**src/rtl/alu_pwr_pkg.sv**
```systemverilog
// Shared types and constants for the ALU power sequencer.
//   pwr_state_e : sequencer state encodings
//   pwr_ctl_t   : boundary control vector {pwr_en, iso_en, save, restore}
//   ctl_of()    : per-state control vector
//   cnt_width() : dwell counter width for the given cycle parameters
package alu_pwr_pkg;

  typedef enum logic [2:0] {
    ST_ON      = 3'd0,
    ST_SAVE    = 3'd1,
    ST_ISO     = 3'd2,
    ST_OFF     = 3'd3,
    ST_PWRUP   = 3'd4,
    ST_RESTORE = 3'd5
  } pwr_state_e;

  typedef struct packed {
    logic pwr_en;
    logic iso_en;
    logic save;
    logic restore;
  } pwr_ctl_t;

  localparam pwr_ctl_t CTL_ON      = pwr_ctl_t'(4'b1000);
  localparam pwr_ctl_t CTL_SAVE    = pwr_ctl_t'(4'b1010);
  localparam pwr_ctl_t CTL_ISO     = pwr_ctl_t'(4'b1100);
  localparam pwr_ctl_t CTL_OFF     = pwr_ctl_t'(4'b0100);
  localparam pwr_ctl_t CTL_PWRUP   = pwr_ctl_t'(4'b1100);
  localparam pwr_ctl_t CTL_RESTORE = pwr_ctl_t'(4'b1101);

  // Boundary controls driven while in state s; unreachable codes look like ON.
  function automatic pwr_ctl_t ctl_of(input pwr_state_e s);
    pwr_ctl_t c;
    case (s)
      ST_ON:      c = CTL_ON;
      ST_SAVE:    c = CTL_SAVE;
      ST_ISO:     c = CTL_ISO;
      ST_OFF:     c = CTL_OFF;
      ST_PWRUP:   c = CTL_PWRUP;
      ST_RESTORE: c = CTL_RESTORE;
      default:    c = CTL_ON;
    endcase
    return c;
  endfunction

  // Width holding the largest dwell value without wrapping.
  function automatic int unsigned cnt_width(input int unsigned a,
                                            input int unsigned b,
                                            input int unsigned c);
    int unsigned m;
    m = a;
    if (b > m) m = b;
    if (c > m) m = c;
    return $clog2(m + 1);
  endfunction

endpackage

```
**src/rtl/alu_pwr_timer.sv**
```systemverilog
// Loadable saturating down counter shared by the sequencer's dwell phases.
//   clk, rst_n : clock, async active-low reset (resets to RST_VAL)
//   load       : load load_val (wins over dec)
//   load_val   : value to load
//   dec        : decrement by one, holding at zero
//   done_c     : counter is zero (combinational)
module alu_pwr_timer #(
  parameter int unsigned W       = 4,
  parameter int unsigned RST_VAL = 0
) (
  input  logic         clk,
  input  logic         rst_n,
  input  logic         load,
  input  logic [W-1:0] load_val,
  input  logic         dec,
  output logic         done_c
);

  logic [W-1:0] cnt_q;

  // Count register; saturates at zero so long waits never wrap.
  always_ff @(posedge clk or negedge rst_n) begin
    if (!rst_n) begin
      cnt_q <= W'(RST_VAL);
    end else if (load) begin
      cnt_q <= load_val;
    end else if (dec && (cnt_q != '0)) begin
      cnt_q <= cnt_q - W'(1);
    end
  end

  assign done_c = (cnt_q == '0);

endmodule

```
**src/rtl/alu_pwr_seq.sv**
```systemverilog
// Power sequencer for the switchable ALU domain: orders save/isolation/switch
// on power-down and switch/restore/de-isolation on power-up, and gates ALU
// starts through a req/ack handshake.
//   clk, rst_n     : clock, async active-low reset
//   start_req      : requester op request (level, held until start_ack)
//   sleep_req      : software power-down request (level)
//   wake_req       : software power-up request (level)
//   auto_sleep_en  : enable idle-timeout power-down
//   busy           : ALU busy
//   start_out      : one-cycle start pulse to the ALU
//   start_ack      : same as start_out, returned to the requester
//   alu_pwr_en     : power switch enable
//   iso_en         : isolation enable
//   save, restore  : one-cycle retention pulses
//   domain_ready   : high only in ON
//   pwr_state      : current state encoding
module alu_pwr_seq
  import alu_pwr_pkg::*;
#(
  parameter int unsigned ISO_CYCLES    = 2,
  parameter int unsigned PWR_UP_CYCLES = 4,
  parameter int unsigned IDLE_CYCLES   = 8
) (
  input  logic       clk,
  input  logic       rst_n,
  input  logic       start_req,
  input  logic       sleep_req,
  input  logic       wake_req,
  input  logic       auto_sleep_en,
  input  logic       busy,
  output logic       start_out,
  output logic       start_ack,
  output logic       alu_pwr_en,
  output logic       iso_en,
  output logic       save,
  output logic       restore,
  output logic       domain_ready,
  output logic [2:0] pwr_state
);

  localparam int unsigned CW = cnt_width(ISO_CYCLES, PWR_UP_CYCLES, IDLE_CYCLES);

  pwr_state_e    state_q, state_d;
  logic          start_q, start_d;
  logic          wake_pend_q, wake_pend_d;
  logic          ready_q;
  pwr_ctl_t      ctl_q;
  logic          tmr_load, tmr_dec, tmr_done;
  logic [CW-1:0] tmr_val;

  // One counter serves ISO/PWRUP dwell and, in ON, idle counting (counts down
  // from IDLE_CYCLES-1, so zero means the idle timeout is reached).
  alu_pwr_timer #(
    .W       (CW),
    .RST_VAL (IDLE_CYCLES - 1)
  ) u_timer (
    .clk      (clk),
    .rst_n    (rst_n),
    .load     (tmr_load),
    .load_val (tmr_val),
    .dec      (tmr_dec),
    .done_c   (tmr_done)
  );

  // Next state, start pulse, timer control.
  always_comb begin
    state_d     = state_q;
    start_d     = 1'b0;
    wake_pend_d = wake_pend_q;
    tmr_load    = 1'b0;
    tmr_dec     = 1'b0;
    tmr_val     = CW'(IDLE_CYCLES - 1);
    case (state_q)
      ST_ON: begin
        if (start_req && !busy && !start_q) begin
          start_d  = 1'b1;
          tmr_load = 1'b1;
        end else if (!busy && !start_q &&
                     (sleep_req || (auto_sleep_en && tmr_done))) begin
          state_d = ST_SAVE;
        end else if (!busy && !start_req && !start_q) begin
          tmr_dec = 1'b1;
        end else begin
          tmr_load = 1'b1;
        end
      end
      ST_SAVE: begin
        // A wake seen mid power-down is remembered and acted on from OFF.
        wake_pend_d = wake_pend_q | wake_req;
        state_d     = ST_ISO;
        tmr_load    = 1'b1;
        tmr_val     = CW'(ISO_CYCLES - 1);
      end
      ST_ISO: begin
        wake_pend_d = wake_pend_q | wake_req;
        if (tmr_done) state_d = ST_OFF;
        else          tmr_dec = 1'b1;
      end
      ST_OFF: begin
        if (wake_req || start_req || wake_pend_q) begin
          state_d     = ST_PWRUP;
          wake_pend_d = 1'b0;
          tmr_load    = 1'b1;
          tmr_val     = CW'(PWR_UP_CYCLES - 1);
        end
      end
      ST_PWRUP: begin
        if (tmr_done) state_d = ST_RESTORE;
        else          tmr_dec = 1'b1;
      end
      ST_RESTORE: begin
        state_d  = ST_ON;
        tmr_load = 1'b1;
      end
      default: begin
        state_d     = ST_ON;
        wake_pend_d = 1'b0;
        tmr_load    = 1'b1;
      end
    endcase
  end

  // State and output registers; outputs follow the next state so they change
  // on the same edge as the state.
  always_ff @(posedge clk or negedge rst_n) begin
    if (!rst_n) begin
      state_q     <= ST_ON;
      start_q     <= 1'b0;
      wake_pend_q <= 1'b0;
      ready_q     <= 1'b1;
      ctl_q       <= CTL_ON;
    end else begin
      state_q     <= state_d;
      start_q     <= start_d;
      wake_pend_q <= wake_pend_d;
      ready_q     <= (state_d == ST_ON);
      ctl_q       <= ctl_of(state_d);
    end
  end

  assign start_out    = start_q;
  assign start_ack    = start_q;
  assign alu_pwr_en   = ctl_q.pwr_en;
  assign iso_en       = ctl_q.iso_en;
  assign save         = ctl_q.save;
  assign restore      = ctl_q.restore;
  assign domain_ready = ready_q;
  assign pwr_state    = 3'(state_q);

endmodule

```
**config.mk**
```make
export PLATFORM = sky130hd
export DESIGN_NAME = alu_pwr_seq
export DESIGN_NICKNAME = d
export VERILOG_FILES = /design/src/rtl/alu_pwr_pkg.sv /design/src/rtl/alu_pwr_timer.sv /design/src/rtl/alu_pwr_seq.sv
export SDC_FILE = /design/constraint.sdc
export NUM_CORES = 1
export LEC_CHECK = 0
export CORE_MARGIN = 2
export CORE_UTILIZATION = 51
export DETAILED_ROUTE_END_ITERATION = 7
export GPL_ROUTABILITY_DRIVEN = 1
export GPL_TIMING_DRIVEN = 0
export PLACE_DENSITY = 0.81
export SYNTH_ARGS = -nofsm -noshare
export SYNTH_HDL_FRONTEND = slang
export SYNTH_SLANG_ARGS = --single-unit
```
**constraint.sdc**
```tcl
create_clock -name clk -period 2.7 [get_ports clk]
set_input_delay 0.405 -clock clk [delete_from_list [all_inputs] [get_ports clk]]
set_output_delay 0.405 -clock clk [all_outputs]
set_load 0.02 [all_outputs]
```
==> results of run 1 <==
==> layout by cell type, fill, tap and decap left out, drive strengths merged, types with 2 or more instances in the layout <==
cell,netlist,layout
clkdlybuf4s50,0,16
dfrtp,9,9
nor2,5,5
dfstp,5,5
nor3,4,4
buf,4,4
clkbuf,0,4
a21oi,3,3
nand2,3,3
inv,3,3
o21ai,3,3
a211oi,2,2
xnor2,2,2
mux2,2,2
or3,2,2
nand2b,2,2
or3b,2,2
==> metrics by stage <==
| step | std cells | total power (W) | hold WS (ns) |
|---|---|---|---|
| floorplan | 70 | 0.0006612 | 0.1094 |
| global placement | 101 | 0.0007922 | 0.4844 |
| detailed placement | 101 | 0.0008004 | 0.5083 |
| CTS | 105 | 0.0009534 | 0.5143 |
| global route | 105 | 0.001017 | 0.5407 |
| finish | 105 | 0.0009440 | 0.5055 |
==> per-layer routing <==
layer | vias to the layer above | track usage (%) | wire length (um)
met1 | 262 | 19.89 | 618
met5 | - | 0 | 0
met2 | 8 | 32.31 | 700
met4 | 0 | 7.500 | 19
li1 | 298 | - | -
met3 | 4 | 3.017 | 33
==> registers in the layout (all words and copies together), names as in the netlist <==
signal         flops
alu_pwr_en         1
start_ack          1
wake_pend_q        1
domain_ready       1
save               1
iso_en             1
pwr_state          3
u_timer.cnt_q      4
restore            1
==> cells in the mapped netlist, types with 2 or more instances <==
cell type	instances
sky130_fd_sc_hd__nand2b_1	2
sky130_fd_sc_hd__nor2_1	5
sky130_fd_sc_hd__a21oi_1	3
sky130_fd_sc_hd__dfrtp_1	9
sky130_fd_sc_hd__a211oi_1	2
sky130_fd_sc_hd__inv_1	3
sky130_fd_sc_hd__nor3_1	4
sky130_fd_sc_hd__o21ai_0	3
sky130_fd_sc_hd__dfstp_2	5
sky130_fd_sc_hd__mux2_2	2
sky130_fd_sc_hd__xnor2_1	2
sky130_fd_sc_hd__buf_4	3
sky130_fd_sc_hd__nand2_1	3
sky130_fd_sc_hd__or3_1	2
==> cells by family (layout without fill, tap and decap cells) <==
family                   count (synthesis)  in the layout
AO/OA/AOI/OAI                           15             15
XOR/XNOR                                 2              2
adder cells (fa/ha/maj)                  1              1
buffers and inverters                    7             27
flip-flops                              14             14
multiplexers                             3              3
AND/OR/NAND/NOR                         28             28
==> area by class of cell <==
| cell class | count | area, sq um | share of cell area, % |
|---|---|---|---|
| Inverter | 3 | 11.26 | 1.158 |
| Buffer | 4 | 27.53 | 2.831 |
| Timing Repair Buffer | 16 | 160.2 | 16.47 |
| Tap cell | 15 | 18.77 | 1.931 |
| Multi-Input combinational cell | 49 | 361.6 | 37.19 |
| Clock buffer | 4 | 36.28 | 3.732 |
| Sequential cell | 14 | 356.6 | 36.68 |
==> final timing paths <==
path / slack (ns) / cells past startpoint / end / startpoint
min reg2reg: 0.52 / 1 / start_ack / start_ack
min: 0.51 / 1 / start_ack / rst_n
min in group clk: 0.52 / 1 / start_ack / start_ack
max: 0.58 / 5 / u_timer.cnt_q[2] / start_req
max reg2reg: 0.73 / 6 / u_timer.cnt_q[2] / u_timer.cnt_q[0]
max in group asynchronous: 1.79 / 1 / restore / rst_n
==> power by group <==
group          total, W  switching (W)  internal (W)
registers      0.000323      0.0000353      0.000288
clock network  0.000148      0.0000662     0.0000820
logic          0.000473       0.000242      0.000231
==> results.py, run 1 <==
metrics = {
    "layout": {
        "syn_to_final_growth_pct": 28.43,
        "finalInstanceArea_sq_um": 972.2,
        "share_of_layout_cells_above_drive_strength_1_pct": 24.44,
        "design.final.nets": 99,
        "finish.utilization_pct": 72.01,
        "antenna_cells": 0,
        "fillerInstances": 94,
    },
    "yosys": {
        "syn_area_per_cell_sq_um": 10.81,
        "flop_and_latch_count_out_of_synthesis": 14,
        "synth_top_cells_by_area": "sky130_fd_sc_hd__dfrtp_1, sky130_fd_sc_hd__dfstp_2, sky130_fd_sc_hd__buf_4",
        "synth_top_family_by_area": "simple AND/OR/NAND/NOR gates",
        "synthesis.instances": 70,
        "synth.yosys.seq_area_share_pct": 47.11,
        "post_synth_xor_area_fraction_pct": 2.314,
        "synth_nets": 78,
        "ys_dominant_reg_cell": "sky130_fd_sc_hd__dfrtp_1",
        "share_of_the_synthesized_area_in_the_top_cell_type_pct": 29.75,
        "synth-compound-area-share_pct": 17.02,
        "postSynth.asyncResetShare_pct": 100.0,
        "yosysUniqueCellTypes": 36,
        "post_synthesis_cell_type_with_the_largest_combined_area": "sky130_fd_sc_hd__dfrtp_1",
        "synthAdderAreaFrac_pct": 1.653,
        "synthSimpleGateAreaFrac_pct": 22.48,
        "post_synth_instance_area_sq_um": 757.0,
        "yosys_warnings": 0,
        "muxShareOfSynthArea_pct": 4.298,
        "synth-edff-count": 0,
    },
    "placement": {
        "gp_routability_congestion": 0.8097,
        "dpl_cell_area_sq_um": 935.9,
        "dp_hpwl_um": 1039,
        "placement.io_buffers": 16,
        "post-place-ws_ns": 0.2955,
    },
    "setup_path": {
        "cell_type_group_with_the_largest_total_delay_on_the_critical_path": "simple AND/OR/NAND/NOR gates",
        "cp_class": "in -> reg",
        "critical_path_peak_fanout": 5,
        "max_stage_delay_ns": 0.54,
        "cp.arrival_ns": 2.33,
        "critical_path.startpoint_type": "primary input",
        "critical_path.cell_chain": "clkdlybuf4s50_1 -> or3_1 -> a211oi_1 -> a21oi_1 -> or3b_1",
        "worst_path_max_delay_cell": "sky130_fd_sc_hd__a211oi_1",
        "timing.critical_path.to_type": "flop",
        "worstPathRequired_ns": 2.91,
        "path_buf_inv": 1,
    },
    "global_route": {
        "gr-usage-all-layers_pct": 17.68,
        "grt_first_pass_wirelength_um": 2373,
        "antenna_violations_before_repair": 0,
        "grt_pass1_vias": 577,
        "grt_start_max_net_pins": 15,
        "globalRouteOverflowTotal": 0,
    },
    "sta": {
        "hold_viol": 0,
        "tightest_slew_ns": 0.6221,
        "timing.fmax_mhz": 472.1,
        "timing.final.max_slew_violations": 0,
        "worst_slew_margin_rel_pct": 58.39,
        "setup_ws_ns": 0.5820,
        "setup_total_negative_slack_ns": 0,
        "unrepaired_setup_endpoints_after_global_routing": "no",
        "finalSetupViolCount": 0,
        "min_period_over_period_pct": 78.45,
        "min_period_ns": 2.118,
        "final.setup_skew_ns": 0.007567,
    },
    "clock_network": {
        "cts_post_setup_buffers_inserted": 0,
        "clock_insertion_delay_worst_skew_ns": 0.28,
        "ctsHoldBuffers": 0,
        "cts_tree": "built",
        "ctsResizeCount": 0,
        "clock_pin_slew_worst_setup_and_hold_paths_ns": 0.09,
        "clk_path_buf_depth": 2,
        "cts-buffers-inserted": 3,
        "tritoncts_num_sinks": 14,
        "cts.root.buffer_cell": "sky130_fd_sc_hd__clkbuf_4",
        "cts_htree_levels": 1,
    },
    "power_and_ir_drop": {
        "peakVddDrop_mv": 0.6284,
        "power.density_cell_area_nw_per_um2": 971.0,
        "total_leakage_power_nw": 0.4174,
    },
    "run_status": {
        "outcome": "finished, final reports clean",
    },
    "drt": {
        "drt-pass1-iter-count": 4,
        "route.detailed.vias_per_inst": 5.448,
        "ant_nets": 0,
        "vias": 572,
        "wl_um": 1371,
        "avgRoutedWirePerCell_um": 13.06,
        "post_detailed_route_drc_marker_count": 0,
        "detail_route.iter0.violations": 10,
    },
    "run": {
        "max_cap_violations": 0,
    },
    "floorplan": {
        "floorplan.die.width_um": 42.53,
        "die-height_um": 42.53,
        "rows": 13,
        "initial_utilization_pct": 56.07,
        "design.die.area_sq_um": 1808,
        "io_pins": 17,
        "core_region_area_sq_um": 1350,
    },
    "worst_hold_path": {
        "hold_path_class": "in -> async",
    },
}
Note: power is estimated with default switching activity, not from simulation.
==> run 2: changes to the inputs <==
--- a/config.mk
+++ b/config.mk
@@ -6,11 +6,11 @@
 export NUM_CORES = 1
 export LEC_CHECK = 0
 export CORE_MARGIN = 2
-export CORE_UTILIZATION = 51
+export CORE_UTILIZATION = 48
 export DETAILED_ROUTE_END_ITERATION = 7
 export GPL_ROUTABILITY_DRIVEN = 1
 export GPL_TIMING_DRIVEN = 0
-export PLACE_DENSITY = 0.81
+export PLACE_DENSITY = 0.77
 export SYNTH_ARGS = -nofsm -noshare
 export SYNTH_HDL_FRONTEND = slang
 export SYNTH_SLANG_ARGS = --single-unit
==> constraint.sdc (replaced) <==
create_clock -name clk -period 2.09 [get_ports clk]
set_input_delay 0.3135 -clock clk [delete_from_list [all_inputs] [get_ports clk]]
set_output_delay 0.3135 -clock clk [all_outputs]
set_load 0.02 [all_outputs]
==> run 2 against run 1 <==
Clock skew barely moved; final cell count is 0.95% higher; combinational power grew 37%; global-route usage up 1.2 points; utilization shrank 5.0 points; critical path depth stayed put; first-iteration DRC count fell by 60%; flip-flop and latch count did not move; clock power is 34% higher; critical endpoint is now u_timer.cnt_q[1].
==> results.py, run 2 (same netlist as run 1, synthesis figures left out) <==
metrics = {
    "drt": {
        "post_detailed_route_drc_marker_count": 0,
        "detail_route.iter0.violations": 4,
        "avgRoutedWirePerCell_um": 14.93,
        "route.detailed.vias_per_inst": 5.840,
        "vias": 619,
        "drt-pass1-iter-count": 5,
        "ant_nets": 0,
        "wl_um": 1583,
    },
    "clock_network": {
        "ctsHoldBuffers": 0,
        "clock_insertion_delay_worst_skew_ns": 0.28,
        "cts_htree_levels": 1,
        "ctsResizeCount": 0,
        "cts.root.buffer_cell": "sky130_fd_sc_hd__clkbuf_4",
        "clk_path_buf_depth": 2,
        "cts-buffers-inserted": 3,
        "clock_pin_slew_worst_setup_and_hold_paths_ns": 0.09,
        "cts_post_setup_buffers_inserted": 0,
        "cts_tree": "built",
        "tritoncts_num_sinks": 14,
    },
    "sta": {
        "final.setup_skew_ns": 0.007120,
        "min_period_ns": 2.017,
        "unrepaired_setup_endpoints_after_global_routing": "no",
        "fin_hold_ws_ns": 0.4247,
        "hold_viol": 0,
        "tightest_slew_ns": 0.6584,
        "timing.fmax_mhz": 495.7,
        "finalSetupViolCount": 0,
        "worst_slew_margin_rel_pct": 55.97,
        "setup_ws_ns": 0.07264,
        "timing.final.max_slew_violations": 0,
        "min_period_over_period_pct": 96.52,
    },
    "layout": {
        "flip_flop_count_of_the_largest_register_all_copies_and_words_added": 4,
        "finalInstanceArea_sq_um": 997.2,
        "syn_to_final_growth_pct": 31.74,
        "most_common_library_cell_in_the_layout_ignoring_fill_and_taps": "sky130_fd_sc_hd__clkdlybuf4s50_1",
        "final_cell_mix": "sky130_fd_sc_hd__clkdlybuf4s50_1, sky130_fd_sc_hd__dfrtp_1, sky130_fd_sc_hd__nor2_1, sky130_fd_sc_hd__dfstp_2, sky130_fd_sc_hd__nor3_1",
        "antenna_cells": 0,
        "design.final.nets": 99,
        "share_of_layout_cells_above_drive_strength_1_pct": 25.56,
        "fillerInstances": 113,
        "largest-register": "u_timer.cnt_q",
    },
    "placement": {
        "dp_hpwl_um": 1168,
        "dpl_cell_area_sq_um": 937.1,
        "gp_routability_congestion": 0.8057,
        "placement.io_buffers": 16,
        "post-place-ws_ns": -0.2673,
    },
    "worst_hold_path": {
        "hold_path_class": "in -> async",
    },
    "setup_path": {
        "cp.arrival_ns": 2.22,
        "critical_path.startpoint_type": "primary input",
        "worstPathRequired_ns": 2.29,
        "cp_class": "in -> reg",
        "startpoint": "start_req",
        "timing.critical_path.to_type": "flop",
        "r2r-start": "u_timer.cnt_q[0]",
        "critical_path_peak_fanout": 5,
    },
    "global_route": {
        "grt_first_pass_wirelength_um": 2601,
        "gr-usage-all-layers_pct": 18.93,
        "globalRouteOverflowTotal": 0,
        "antenna_violations_before_repair": 0,
        "grt_pass1_vias": 598,
        "grt_start_max_net_pins": 15,
    },
    "run_status": {
        "outcome": "finished, final reports clean",
    },
    "power_and_ir_drop": {
        "power.density_cell_area_nw_per_um2": 1269,
        "total_leakage_power_nw": 0.4194,
        "peakVddDrop_mv": 0.6385,
    },
    "floorplan": {
        "design.die.area_sq_um": 1911,
        "io_pins": 17,
        "rows": 14,
        "die-height_um": 43.71,
        "core_region_area_sq_um": 1489,
        "initial_utilization_pct": 50.84,
        "floorplan.die.width_um": 43.71,
    },
    "run": {
        "max_cap_violations": 0,
    },
}
run 2: where the power goes:
part           internal, W  switching [W]  leakage, nW  total (W)
clock network     0.000106      0.0000920       0.0210   0.000198
logic             0.000309       0.000338        0.229   0.000647
registers         0.000372      0.0000488        0.170   0.000421
total             0.000787       0.000478        0.419    0.00127
run 2: worst max-delay path, stage by stage:
cell and delay, ns:
sky130_fd_sc_hd__clkdlybuf4s50_1 0.48, sky130_fd_sc_hd__or4_4 0.58, sky130_fd_sc_hd__o32a_4 0.35, sky130_fd_sc_hd__or3_1 0.31, sky130_fd_sc_hd__a32oi_1 0.19
run 2: layout make-up:
class	instances	area [sq um]	share of cell area, %
timing repair buffer	16	160.2	16.06
clock buffer	4	36.28	3.639
sequential	14	356.6	35.76
multi-input combinational	49	385.4	38.64
tap	16	20.02	2.008
inverter	3	11.26	1.129
buffer	4	27.53	2.760
run 2: through the flow:
| step | utilization, % | setup TNS, ns | power [W] | cells |
|---|---|---|---|---|
| floorplan | - | 0 | 0.0008542 | 70 |
| finish | 66.97 | 0 | 0.001266 | 106 |
| global placement | 62.94 | -0.4669 | 0.001027 | 102 |
| CTS | 65.38 | 0 | 0.001258 | 106 |
| global route | 66.97 | 0 | 0.001352 | 106 |
| detailed placement | 62.94 | -0.6281 | 0.001052 | 102 |
run 2: worst paths after layout:
path,to,slack (ns),cells after the start
max,u_timer.cnt_q[1],0.07,5
max reg2reg,pwr_state[0],0.15,6
min reg2reg,u_timer.cnt_q[0],0.52,2
min,u_timer.cnt_q[3],0.42,1
max in group asynchronous,pwr_state[2],1.24,1
min in group clk,u_timer.cnt_q[0],0.52,2
run 2: routing by layer:
metal / track usage, % / part of all wire [%]
met5: 0 / 0
met4: 10.91 / 1.8
met3: 5.417 / 3.3
met2: 27.94 / 48
met1: 24.67 / 47
==> variant 1: new RTL, flow settings as in run 1 <==
Make the reset (`rst_n`) synchronous in 2 clocked blocks. Comments in the files are not updated.
--- a/src/rtl/alu_pwr_timer.sv
+++ b/src/rtl/alu_pwr_timer.sv
@@ -19,7 +19,7 @@
   logic [W-1:0] cnt_q;
 
   // Count register; saturates at zero so long waits never wrap.
-  always_ff @(posedge clk or negedge rst_n) begin
+  always_ff @(posedge clk) begin
     if (!rst_n) begin
       cnt_q <= W'(RST_VAL);
     end else if (load) begin
--- a/src/rtl/alu_pwr_seq.sv
+++ b/src/rtl/alu_pwr_seq.sv
@@ -122,7 +122,7 @@
 
   // State and output registers; outputs follow the next state so they change
   // on the same edge as the state.
-  always_ff @(posedge clk or negedge rst_n) begin
+  always_ff @(posedge clk) begin
     if (!rst_n) begin
       state_q     <= ST_ON;
       start_q     <= 1'b0;
Formal check against the unedited RTL: differs if rst_n is asserted again (counterexample within 4 cycles, from zero or initial values and one cycle with rst_n low); with rst_n held inactive, the same outputs for 10 cycles.
==> variant 1 against run 1 <==
  * Synthesized area fell by 5.3%
  * Cell count rose by 7.6%
  * Sequential cell count did not move
  * Wire length fell by 1.4%
  * Setup slack improved by 0.036 ns
  * Clock skew fell by 0.0061 ns
  * Design area fell by 5.5%
  * Die area fell by 4.8%
  * Core utilization fell by 1.4 points
  * Register-to-register slack got worse by 0.04 ns
  * Maximum frequency rose by 1.7%
  * Critical path depth did not move
  * Via count rose by 12%
Power is not compared: it rests on default switching activity, and its combinational part moved more than twofold at a synthesized area within 25%.
==> variant 1: results <==
group,metric,value,unit
status,status,"finished clean",
yosys,synth_cell_type_count,35,
min_path,hold_class,"register to register",
yosys,synthTopCellsByArea,"dfxtp_1, o21ai_0, nand2_1, buf_6, o32a_4",
finish,antennaDiodeCount,0,
timing,fin_skew,0.00150,ns
finish,nNetsFinal,108,
power,powerSeq,216,uW
routing,routedWlPerCell,12.0,um
timing,tightest_slew,0.421,ns
critical_path,cpPeakStageDelay,0.46,ns
yosys,ys_seq_area_share,39.1,%
yosys,synth.net_count,87,
clocking,clk_latency,0.27,ns
place,gp_congestion,0.782,
yosys,async_flop_share,0,%
critical_path,arrival,2.29,ns
place,placed_cell_area,896,sq um
global_routing,grt_start_max_net_pins,11,
yosys,synth.cells.most_frequent,"dfxtp_1, nand2_1, o21ai_0",
global_routing,grt_usage,16.5,%
power,p_total,389,uW
clocking,clkTransAtPathRegs,0.08,ns
clocking,cts_resized,0,
routing,vias_per_cell,5.67,
place,hpwlAfterDp,1010,um
global_routing,grt_pass1_vias,550,
critical_path,cp_slowest_cell,"or3_1",
global_routing,grt_pass1_wl,2230,um
power,p_leak,0.365,nW
global_routing,antenna_found_initial,0,
routing,drtIter0Drc,12,
finish,layout-drive-gt1-share,13.3,%
[variant 1: cell type report]
type | count | area, sq um
buffer | 5 | 41.3
clock buffer | 3 | 22.5
fill | 113 | 383
inverter | 5 | 18.8
multi-input combinational | 55 | 377
sequential | 14 | 280
tap | 15 | 18.8
timing repair buffer | 16 | 160
[variant 1: path summary, 6_finish.rpt]
path | startpoint | to | slack, ns | cells past startpoint
worst max-delay path | start_req | u_timer.cnt_q[3] | 0.62 | 5
worst min-delay path | start_ack | start_ack | 0.48 | 1
worst max register to register | pwr_state[2] | u_timer.cnt_q[3] | 0.69 | 6
worst min register to register | start_ack | start_ack | 0.48 | 1
[variant 1: through the flow]
stage          cells  setup WS, ns
2_1_floorplan     79         0.671
3_3_place_gp     110         0.368
3_5_place_dp     110         0.340
4_1_cts          113         0.625
5_1_grt          113         0.535
6_report         113         0.618
[variant 1: worst register-to-register path, stage by stage (launching register included)]
cell      delay [ns]
dfxtp_1         0.32
buf_6           0.13
or3_4           0.38
buf_6           0.14
o32a_4          0.37
or4_1           0.46
a21boi_1        0.15
[variant 1: layer usage]
| metal | track usage [%] | vias up | wire (um) |
|---|---|---|---|
| li1 | - | 324 | - |
| met2 | 23.1 | 19 | 594 |
| met5 | 0 | - | 0 |
| met1 | 22.6 | 296 | 678 |
| met4 | 9.68 | 0 | 14 |
| met3 | 3.91 | 2 | 65 |
[variant 1: logic make-up after synthesis]
logic type | share of synthesized area [%]
xor+xnor | 1.22
compound gates | 23.9
fa+ha+maj | 1.74
buf+inv | 8.38
flops | 39.1
simple gates | 24.1
mux | 1.57
==> variant 2: new RTL, flow settings as in run 1 <==
Without the edit above. Set the parameter `PWR_UP_CYCLES` to 2 (it was 4).
--- a/src/rtl/alu_pwr_seq.sv
+++ b/src/rtl/alu_pwr_seq.sv
@@ -18,7 +18,7 @@
   import alu_pwr_pkg::*;
 #(
   parameter int unsigned ISO_CYCLES    = 2,
-  parameter int unsigned PWR_UP_CYCLES = 4,
+  parameter int unsigned PWR_UP_CYCLES = 2,
   parameter int unsigned IDLE_CYCLES   = 8
 ) (
   input  logic       clk,
Behaviour: not the same (Yosys sat finds a counterexample within 10 cycles, from zero or initial values and one cycle with rst_n low).
==> variant 2 against run 1 <==
  * Wire length up 11%
  * Design area down 2.4%
  * Combinational power down 11%
  * Critical path type unchanged
  * Non-clock buffer count unchanged
  * Count of clock-buffer cells in the layout unchanged
  * Sequential cell count unchanged
  * Largest power group unchanged
  * Die area down 2.8%
  * Setup slack better by 0.24 ns
  * Power down 5.0%
  * Synthesized area down 3.1%
==> variant 2: results <==
group,metric,value,unit
clocking,htreeDepth,1,
place,dp_slack,0.544,ns
critical_path,worstPathMaxFanout,7,
global_routing,grt_pass1_wl,2500,um
finish,regMostFlops,"u_timer.cnt_q",
yosys,synthTopCellsByArea,"dfrtp_1, dfstp_2, mux2i_1, nor3_1, buf_6",
routing,drtIter0Drc,8,
critical_path,arrival,2.09,ns
global_routing,grt_usage,18.9,%
timing,fin_skew,0.00432,ns
critical_path,crit-reg2reg-capture,"pwr_state[0]",
power,switching_share,37.0,%
power,p_leak,0.407,nW
yosys,syn_inst,67,
power,clockPowerShare,16.8,%
global_routing,grt_pass1_vias,557,
finish,layout-drive-gt1-share,27.6,%
timing,slew-limit-headroom,58.6,%
place,hpwlAfterDp,1100,um
yosys,synth_cell_type_count,35,
clocking,cts_root_buf,"clkbuf_4",
critical_path,r2r_slack,0.90,ns
status,status,"finished clean",
power,peakVddDrop,539,uV
finish,stdcell_count,102,
routing,vias,575,
critical_path,cp_slowest_cell,"clkdlybuf4s50_1",
finish,nNetsFinal,96,
yosys,ys_seq_area_share,48.6,%
timing,whs,0.508,ns
place,placed_cell_area,912,sq um
place,dp_cells,98,
timing,fmaxAchievable,0.531,GHz
yosys,synth.net_count,75,
yosys,synth.cells.most_frequent,"dfrtp_1, dfstp_2, inv_1, nor3_1, o21ai_0",
variant 2: cells by family after synthesis:
family	Yosys count	share of synthesized area, %
buf+inv	9	8.53
xor+xnor	2	2.39
compound gates	15	14.3
fa+ha+maj	1	1.71
simple gates	23	20.3
mux	3	4.10
flops	14	48.6
variant 2: cell type report:
class / instances / area (sq um)
fillers: 98 / 369
flip-flops and latches: 14 / 357
multi-input cells: 44 / 314
repair buffers: 16 / 160
plain buffers: 4 / 43.8
clock buffers: 4 / 36.3
inverters: 5 / 18.8
well taps: 15 / 18.8
variant 2: worst reg2reg max path, cell delays in order (launching register included):
cell and delay [ns]:
dfstp_2 0.56, inv_1 0.05, ha_1 0.20, nor3b_2 0.20
a21oi_1 0.15, nor3_1 0.08, or3b_2 0.45
variant 2: routing by layer:
layer	share of wire (%)	track usage, %
met5	0	0
met4	0.99	5.81
met3	2.9	2.61
met2	53	34.1
met1	43	23.0
